--- src/rtl/seven_seg_scan_ctrl_if.sv ---
// Update channel between game logic and seven_seg_scan_ctrl.
// The producer offers a BCD display value with upd_valid; the controller
// accepts it when upd_ready is high. One nibble per digit, digit 0 in [3:0].
interface seven_seg_scan_ctrl_if #(
    parameter int NUM_DIGITS = 4
);
    logic [4*NUM_DIGITS-1:0] value_in;
    logic                    upd_valid;
    logic                    upd_ready;

    // Game / score logic side
    modport master (
        output value_in,
        output upd_valid,
        input  upd_ready
    );

    // Scan controller side
    modport slave (
        input  value_in,
        input  upd_valid,
        output upd_ready
    );
endinterface

--- src/rtl/seven_seg_scan_ctrl.sv ---
// Multiplexed seven-segment scan controller.
// Drives NUM_DIGITS active-low anodes one digit slot at a time and feeds the
// selected BCD nibble to a shared seven_seg_dec. Each slot opens with
// GUARD_CYCLES of all anodes off so the decoder settles before its anode
// lights. A new display value is captured into a shadow register through a
// valid/ready handshake and moved to the active register only when the digit
// index wraps to 0, so a frame never shows a mix of old and new digits.
// Nibbles above 9 are blanked (anode held off) since the decoder output is
// undefined for them.
// Optional feature: define SCAN_LZB_EN to blank leading-zero digits
// (digit 0 is always shown).
module seven_seg_scan_ctrl #(
    parameter int NUM_DIGITS   = 4,
    parameter int SCAN_DIV     = 50000,
    parameter int GUARD_CYCLES = 16
) (
    input  logic                  clk,
    input  logic                  rst_n,
    seven_seg_scan_ctrl_if.slave  upd_if,
    input  logic                  disp_en,
    output logic [3:0]            dec_num,
    output logic [NUM_DIGITS-1:0] anode_n,
    output logic                  frame_tick
);

    localparam int CNT_W = $clog2(SCAN_DIV);
    localparam int IDX_W = $clog2(NUM_DIGITS);
    localparam int VAL_W = 4 * NUM_DIGITS;

    localparam logic [CNT_W-1:0] GUARD_LAST = CNT_W'(GUARD_CYCLES - 1);
    localparam logic [CNT_W-1:0] SHOW_LAST  = CNT_W'(SCAN_DIV - 1);
    localparam logic [IDX_W-1:0] IDX_LAST   = IDX_W'(NUM_DIGITS - 1);

    typedef enum logic {
        ST_GUARD = 1'b0,
        ST_SHOW  = 1'b1
    } state_t;

    state_t                  state_q, state_d;
    logic [IDX_W-1:0]        idx_q, idx_d;
    logic [CNT_W-1:0]        slot_cnt_q, slot_cnt_d;
    logic [VAL_W-1:0]        active_q, active_d;
    logic [VAL_W-1:0]        shadow_q, shadow_d;
    logic                    pending_q, pending_d;
    logic [3:0]              dec_num_q, dec_num_d;
    logic [NUM_DIGITS-1:0]   anode_n_q, anode_n_d;
    logic                    frame_tick_q, frame_tick_d;
    logic                    wrap;
    logic [NUM_DIGITS-1:0]   blank;

    // Slot sequencing: guard phase, show phase, then advance the digit index.
    always_comb begin
        // NOTE: every combinational output gets a default first, so no path
        // leaves it unassigned and no latch is inferred.
        state_d    = state_q;
        idx_d      = idx_q;
        slot_cnt_d = slot_cnt_q + CNT_W'(1);
        wrap       = 1'b0;
        unique case (state_q)
            ST_GUARD: begin
                if (slot_cnt_q == GUARD_LAST) begin
                    state_d = ST_SHOW;
                end
            end
            ST_SHOW: begin
                if (slot_cnt_q == SHOW_LAST) begin
                    state_d    = ST_GUARD;
                    slot_cnt_d = '0;
                    if (idx_q == IDX_LAST) begin
                        idx_d = '0;
                        wrap  = 1'b1;
                    end else begin
                        idx_d = idx_q + IDX_W'(1);
                    end
                end
            end
            default: state_d = ST_GUARD;
        endcase
    end

    // Double buffer: accept into shadow, commit to active at the frame wrap.
    // Accept and commit are mutually exclusive since one needs pending low and
    // the other pending high, so an update taken on the wrap edge waits a frame.
    always_comb begin
        active_d  = active_q;
        shadow_d  = shadow_q;
        pending_d = pending_q;
        if (wrap && pending_q) begin
            active_d  = shadow_q;
            pending_d = 1'b0;
        end
        if (upd_if.upd_valid && !pending_q) begin
            shadow_d  = upd_if.value_in;
            pending_d = 1'b1;
        end
    end

    // Per-digit blanking: invalid BCD, plus leading zeros when enabled.
    // Derived from active only, so it changes solely at commit.
    always_comb begin
        for (int i = 0; i < NUM_DIGITS; i++) begin
            blank[i] = (active_q[4*i +: 4] > 4'd9);
        end
`ifdef SCAN_LZB_EN
        begin : lzb
            logic zero_above;
            zero_above = 1'b1;
            for (int i = NUM_DIGITS - 1; i >= 1; i--) begin
                zero_above = zero_above && (active_q[4*i +: 4] == 4'd0);
                if (zero_above) begin
                    blank[i] = 1'b1;
                end
            end
        end
`endif
    end

    // Registered outputs computed from the next scan position, so they line up
    // with the state register and disp_en shows up one cycle later.
    always_comb begin
        dec_num_d    = dec_num_q;
        anode_n_d    = '1;
        frame_tick_d = wrap;
        // Load the code on entry to GUARD; it is then stable before SHOW.
        if (state_q == ST_SHOW && state_d == ST_GUARD) begin
            for (int i = 0; i < NUM_DIGITS; i++) begin
                if (idx_d == IDX_W'(i)) begin
                    dec_num_d = active_d[4*i +: 4];
                end
            end
        end
        if (state_d == ST_SHOW && disp_en) begin
            for (int i = 0; i < NUM_DIGITS; i++) begin
                if (idx_d == IDX_W'(i) && !blank[i]) begin
                    anode_n_d[i] = 1'b0;
                end
            end
        end
    end

    // State and output registers; reset discards any pending shadow value.
    always_ff @(posedge clk or negedge rst_n) begin
        // NOTE: sequential state uses non-blocking assignments only, so every
        // flop samples the pre-edge value of the others.
        if (!rst_n) begin
            state_q      <= ST_GUARD;
            idx_q        <= '0;
            slot_cnt_q   <= '0;
            active_q     <= '0;
            shadow_q     <= '0;
            pending_q    <= 1'b0;
            dec_num_q    <= '0;
            anode_n_q    <= '1;
            frame_tick_q <= 1'b0;
        end else begin
            state_q      <= state_d;
            idx_q        <= idx_d;
            slot_cnt_q   <= slot_cnt_d;
            active_q     <= active_d;
            shadow_q     <= shadow_d;
            pending_q    <= pending_d;
            dec_num_q    <= dec_num_d;
            anode_n_q    <= anode_n_d;
            frame_tick_q <= frame_tick_d;
        end
    end

    assign dec_num          = dec_num_q;
    assign anode_n          = anode_n_q;
    assign frame_tick       = frame_tick_q;
    assign upd_if.upd_ready = ~pending_q;

endmodule
--- src/flat_wrapper.sv ---
// flat-port wrapper written by rule: the top's interface ports become plain ports
module seven_seg_scan_ctrl_flat 
#(
    parameter int NUM_DIGITS   = 4,
    parameter int SCAN_DIV     = 50000,
    parameter int GUARD_CYCLES = 16
)
  (clk, rst_n, disp_en, dec_num, anode_n, frame_tick, upd_if_value_in, upd_if_upd_valid, upd_if_upd_ready);
  seven_seg_scan_ctrl_if #(.NUM_DIGITS(NUM_DIGITS)) upd_if_i ();
  input  logic clk;
  input  logic rst_n;
  input  logic disp_en;
  output logic [3:0] dec_num;
  output logic [NUM_DIGITS-1:0] anode_n;
  output logic frame_tick;
  input wire logic [$bits(upd_if_i.value_in)-1:0] upd_if_value_in;
  input wire logic [$bits(upd_if_i.upd_valid)-1:0] upd_if_upd_valid;
  output wire logic [$bits(upd_if_i.upd_ready)-1:0] upd_if_upd_ready;
  assign upd_if_i.value_in = upd_if_value_in;
  assign upd_if_i.upd_valid = upd_if_upd_valid;
  assign upd_if_upd_ready = upd_if_i.upd_ready;
  seven_seg_scan_ctrl #(.NUM_DIGITS(NUM_DIGITS), .SCAN_DIV(SCAN_DIV), .GUARD_CYCLES(GUARD_CYCLES)) u_core (.clk(clk), .rst_n(rst_n), .upd_if(upd_if_i), .disp_en(disp_en), .dec_num(dec_num), .anode_n(anode_n), .frame_tick(frame_tick));
endmodule
--- config.mk ---
export PLATFORM = sky130hd
export DESIGN_NAME = seven_seg_scan_ctrl_flat
export DESIGN_NICKNAME = d
export VERILOG_FILES = /design/src/rtl/seven_seg_scan_ctrl_if.sv /design/src/rtl/seven_seg_scan_ctrl.sv /design/src/flat_wrapper.sv
export SDC_FILE = /design/constraint.sdc
export NUM_CORES = 1
export LEC_CHECK = 0
export ABC_AREA = 0
export BUFFER_PORTS_ARGS = -buffer_cell sky130_fd_sc_hd__buf_2
export CELL_PAD_IN_SITES_DETAIL_PLACEMENT = 0
export CELL_PAD_IN_SITES_GLOBAL_PLACEMENT = 2
export CORE_MARGIN = 2
export CORE_UTILIZATION = 42
export DETAILED_ROUTE_END_ITERATION = 16
export PLACE_DENSITY_LB_ADDON = 0.1
export SYNTH_ARGS = -nofsm -noshare
export SYNTH_HDL_FRONTEND = slang
export SYNTH_SLANG_ARGS = --single-unit
export TNS_END_PERCENT = 1
--- constraint.sdc ---
create_clock -name clk -period 6.52 [get_ports clk]
set_clock_uncertainty 0.15 [all_clocks]
set_input_delay 0.978 -clock clk [delete_from_list [all_inputs] [get_ports clk]]
set_output_delay 0.978 -clock clk [all_outputs]
set_load 0.05 [all_outputs]
After elaboration in Yosys (flattened, before gate mapping)

Index checks and enable logic that the tools add are counted.

Output and inout bits: 10
Flip-flop bits (word level): 61
Input port bits: 20

Multiplexer cells: 23
Reductions and logical operators: 17
Equality and inequality tests: 6
Add/subtract/negate cells: 2
Order comparisons: 4
Bitwise operators: 3

Operator list:

| operator                | count |
|---|---|
| $mux W16                | 3 |
| $mux W4                 | 5 |
| $add A16 B1 Y16 const B | 1 |
| $eq A16 B16 Y1 const B  | 1 |
| $eq A16 B4 Y1 const B   | 1 |
| $gt A4 B4 Y1 const B    | 4 |
| $mux W1                 | 11 |
| $logic_and A1 B1 Y1     | 8 |
| $eq A2 B2 Y1 const B    | 3 |
| $mux W2                 | 3 |
| $logic_not A1 Y1        | 5 |
| $reduce_bool A4 Y1      | 1 |
| $not A1 Y1              | 3 |
| $add A2 B1 Y2 const B   | 1 |
| $eq A2 B1 Y1 const B    | 1 |
| $logic_not A2 Y1        | 1 |
| $pmux W1 S2             | 1 |
| $reduce_and A2 Y1       | 1 |
| $reduce_bool A2 Y1      | 1 |

Longest topological paths before layout

Depth after elaboration: 10
Gate-level depth with buffers: 8
Gate-level depth less buffers: 7

Worst setup path after synthesis

OpenSTA, ideal clock, no wires.

Path type: register to register
From: reg u_core.slot_cnt_q[4]
To: reg u_core.dec_num_q[0] (netlist: u_core.dec_num[0])
Setup time: 0.119 ns
Path slack: 3.797 ns
Data required time: 6.251 ns
Clock period less this slack: 2.723 ns
Arrival time: 2.454 ns
Stages on the path, launching flop included: 7
Path through: dfrtp_1 > or4_4 > or3_4 > nor3_4 > mux2_2 > mux2_2 > o21a_1

Cells in the longest elaborated chain, start to end: 9

Ends and longest elaborated chain:

| element                | RTL line                   | text |
|---|---|---|
| start, declared        | seven_seg_scan_ctrl.sv:41  | `logic [CNT_W-1:0] slot_cnt_q, slot_cnt_d;` |
| start signal, assigned | seven_seg_scan_ctrl.sv:158 | `slot_cnt_q <= slot_cnt_d;` |
| $eq A16 B16 Y1         | seven_seg_scan_ctrl.sv:66  | `if (slot_cnt_q == SHOW_LAST) begin` |
| $mux W1                | seven_seg_scan_ctrl.sv:66  |  |
| $mux W1                | seven_seg_scan_ctrl.sv:59  | `unique case (state_q)` |
| $logic_and A1 B1 Y1    | seven_seg_scan_ctrl.sv:88  | `if (wrap && pending_q) begin` |
| $mux W16               | seven_seg_scan_ctrl.sv:88  |  |
| via u_core.active_d[0] | seven_seg_scan_ctrl.sv:42  | `logic [VAL_W-1:0] active_q, active_d;` |
| $mux W4 (4 in a row)   | seven_seg_scan_ctrl.sv:127 | `if (idx_d == IDX_W'(i)) begin` |
| end signal, assigned   | seven_seg_scan_ctrl.sv:162 | `dec_num_q <= dec_num_d;` |
| end, declared          | seven_seg_scan_ctrl.sv:45  | `logic [3:0] dec_num_q, dec_num_d;` |

The timed path passes the listed nets, and every way through them passes these cells. The select of a mux whose other input is x is not followed.
A chain may end at the register's enable or synchronous reset.

Worst setup path after layout

From: reg u_core.slot_cnt_q[4]
To: reg u_core.dec_num_q[3] (netlist: u_core.dec_num[3])

Cells in the longest elaborated chain, start to end: 9

Ends and longest elaborated chain:

| element              | RTL line |
|---|---|
| $eq A16 B16 Y1       | seven_seg_scan_ctrl.sv:66 |
| $mux W1              | seven_seg_scan_ctrl.sv:66 |
| $mux W1              | seven_seg_scan_ctrl.sv:59 |
| $logic_and A1 B1 Y1  | seven_seg_scan_ctrl.sv:88 |
| $mux W16             | seven_seg_scan_ctrl.sv:88 |
| $mux W4 (4 in a row) | seven_seg_scan_ctrl.sv:127 |

Parallel ways exist; a longest one is shown, timed or not. The select of a mux whose other input is x is not followed.

==> reports/results.tsv <==
stage	metric	value	unit
synth	synth_top_cell_area_share	0.5462	
synth	synthesis.nets	237	
synth	synth.distinct_cells	38	
drt	vias	1667	
synth	synth_area_leaders	dfrtp_1, mux2_2, mux2i_1	
drt	detail-route-antenna-nets	0	
finish	nets	275	
timing	tns	0	ns
critical_path	end_kind	flip-flop	
synth	netlist_area	0.002611	sq mm
finish	nFillCells	567	
finish	stdcell_area	0.003053	sq mm
cts	htreeDepth	3	
synth	ys_warn_count	0	
synth	synth_top_area_cell	dfrtp_1	
die	boundaryPins	30	
power_and_ir_drop	power_density	257.5	mW/mm^2
drt	drcViolationCount	0	
place	place_hpwl	3609	um
critical_path	cp_data_required_time	6.58	ns
cts	cts_sinks	61	
timing	maxSlewHeadroom	0.4222	
cts	clk_path_buf_depth	2	
flow_run	max-cap-violations	0	
power_and_ir_drop	fin_total_pwr	0.7861	mW
worst_hold_path	hp-class	flip-flop to flip-flop	
finish	multi_input_area	0.001016	sq mm
timing	max_freq	306.6	MHz
power_and_ir_drop	peakVddDrop	0.0001481	V
critical_path	path_class	flip-flop to flip-flop	
timing	worst_slew_pin_slew	0.8639	ns
cts	cts_resized	0	
timing	hold_viol	0	
timing	period_minus_slack	3.262	ns
finish	drive_gt1_frac	0.3101	
global_route	track_usage	0.1595	
global_route	grt_max_degree	62	
critical_path	worst-path-max-fanout	17	
cts	post_cts_buffers	0	
finish	seq_area	0.001531	sq mm
synth	syn_inst	215	
place	routabilityCongestion	0.7344	
drt	routed_wl	5012	um
drt	drtIter0Drc	79	
critical_path	r2r_slack	3.26	ns
die	core-area	0.005956	sq mm
critical_path	arrival	3.32	ns
timing	rsz0062_at_grt	false	
cts	cts_root_buffer	clkbuf_8	
synth	ys_seq_elements	61	
timing	drv_slew	0	
global_route	grt_pass1_wl	8590	um
power_and_ir_drop	leakagePower	1.497	nW
critical_path	startpoint_type	flip-flop	
die	start_util	0.4384	
timing	fin_crit_sh	0.5002	
place	place_area	0.002839	sq mm
outcome	outcome	finished clean	
timing	finalSetupViolCount	0	
cts	hold_buffers	0	
synth	synth_area_per_cell	12.15	sq um
global_route	grt-ovfl-total	0	
drt	drt_pass1_iterations	6	
die	die_height	82.85	um
die	fp.dieW	82.85	um
die	die_area	0.006864	sq mm
cts	cts_tree	built	
finish	area_growth	16.91	%
cts	cts_made_buffers	9	
cts	clk_latency	0.34	ns
place	portBuffers	29	
finish	antenna_cells	0	
die	rows	28	
cts	clkTransAtPathRegs	0.07	ns
drt	vias_per_cell	5.006	
global_route	grt_antenna_before_repair	0	
synth	ys_seq_area_frac	0.5865	
drt	drt-wirelength-per-cell	15.05	um
global_route	grt_pass1_vias	1751	
[logic make-up after synthesis]
kind of cell	share of synthesized area
buffers and inverters	0.02444
muxes	0.1457
adders and majority gates	0.009582
and+or+nand+nor	0.1461
xor gates and xnor gates	0.04696
DFF	0.5865
AOI/OAI and AO/OA	0.04073
[registers in the layout, summed over array words and instances, names as in the netlist]
name               cells
u_core.shadow_q       16
u_core.slot_cnt_q     16
u_core.frame_tick      1
u_core.state_q         1
u_core.pending_q       1
u_core.dec_num         4
u_core.active_q       16
u_core.idx_q           2
u_core.anode_n         4
[synth_stat cells (all sizes together)]
master / count
dfrtp: 57
mux2: 24
nor2: 22
nand2: 14
mux2i: 11
inv: 10
nand3: 9
xnor2: 7
xor2: 7
and3: 6
nand4: 5
o21ai: 5
dfstp: 4
nor3: 4
a21oi: 3
a221o: 3
or3: 3
buf: 2
clkbuf: 2
ha: 2
nor2b: 2
nor4: 2
a211oi: 1
a21o: 1
a31oi: 1
and2: 1
and4: 1
nand2b: 1
nor3b: 1
nor4b: 1
o21a: 1
o31ai: 1
or4: 1
[power breakdown]
part           internal (mW)  total [mW]  switching [mW]
combinational         0.0132      0.0263          0.0132
sequential             0.391       0.397         0.00614
clock                  0.213       0.363           0.150
total                  0.617       0.786           0.169
[metal layers]
layer / GRT usage / vias to the layer above / share of wire
met5: 0 / - / 0
met4: 0.07601 / 0 / 0.023
met3: 0.03579 / 10 / 0.036
met2: 0.2192 / 31 / 0.42
met1: 0.2381 / 801 / 0.52
li1: - / 825 / -
[layout by cell type (no fill, tap or decap), types with 2 or more instances in the layout]
| master | instances |
|---|---|
| dfrtp_1 | 57 |
| buf_2 | 29 |
| mux2_2 | 24 |
| nor2_1 | 21 |
| nand2_1 | 14 |
| mux2i_1 | 11 |
| inv_1 | 10 |
| nand3_1 | 9 |
| clkbuf_8 | 9 |
| xor2_1 | 7 |
| xnor2_1 | 7 |
| and3_1 | 5 |
| nand4_1 | 5 |
| o21ai_0 | 5 |
| dfstp_2 | 4 |
| nor3_1 | 3 |
| a221o_1 | 3 |
| a21oi_1 | 3 |
| clkinv_2 | 3 |
| or3_1 | 2 |
| nor2b_1 | 2 |
| nor4_1 | 2 |
| ha_1 | 2 |
| bufinv_16 | 2 |
| clkinvlp_4 | 2 |
| buf_4 | 2 |
[final timing paths]
kind,startpoint,end,depth (start not counted)
setup / recovery,u_core.slot_cnt_q[4],u_core.dec_num[3],6
hold / removal,u_core.shadow_q[4],u_core.active_q[4],2
setup reg to reg,u_core.slot_cnt_q[4],u_core.dec_num[3],6
hold reg to reg,u_core.shadow_q[4],u_core.active_q[4],2
max in group asynchronous,rst_n,u_core.active_q[11],2
min in group asynchronous,rst_n,u_core.slot_cnt_q[8],2
[final cells by class]
cell class              count  share of cell area
multi-input cells         140              0.3328
clock inverters             7             0.02951
well taps                  75             0.03074
flip-flops and latches     61              0.5016
inverters                  10             0.01230
repair buffers             31             0.05246
clock buffers               9             0.04057
[critical path, stage by stage, from the launching register on]
cell	delay, ns
dfrtp_1	0.40
or4_4	0.55
or3_4	0.41
nor2_2	0.57
mux2i_1	0.69
mux2i_1	0.27
a21oi_1	0.08
[per-stage QoR]
stage / hold slack [ns] / cells / setup WS, ns / utilization
6_report: 0.3311 / 333 / 3.258 / 0.5126
5_1_grt: 0.3482 / 333 / 3.063 / 0.5126
4_1_cts: 0.3400 / 333 / 3.251 / 0.5126
3_5_place_dp: 0.3227 / 317 / 3.254 / 0.4767
3_3_place_gp: 0.3175 / 317 / 3.293 / 0.4767
2_1_floorplan: 0.2905 / 215 / 3.797 / -
(Power assumes the default switching activity.)
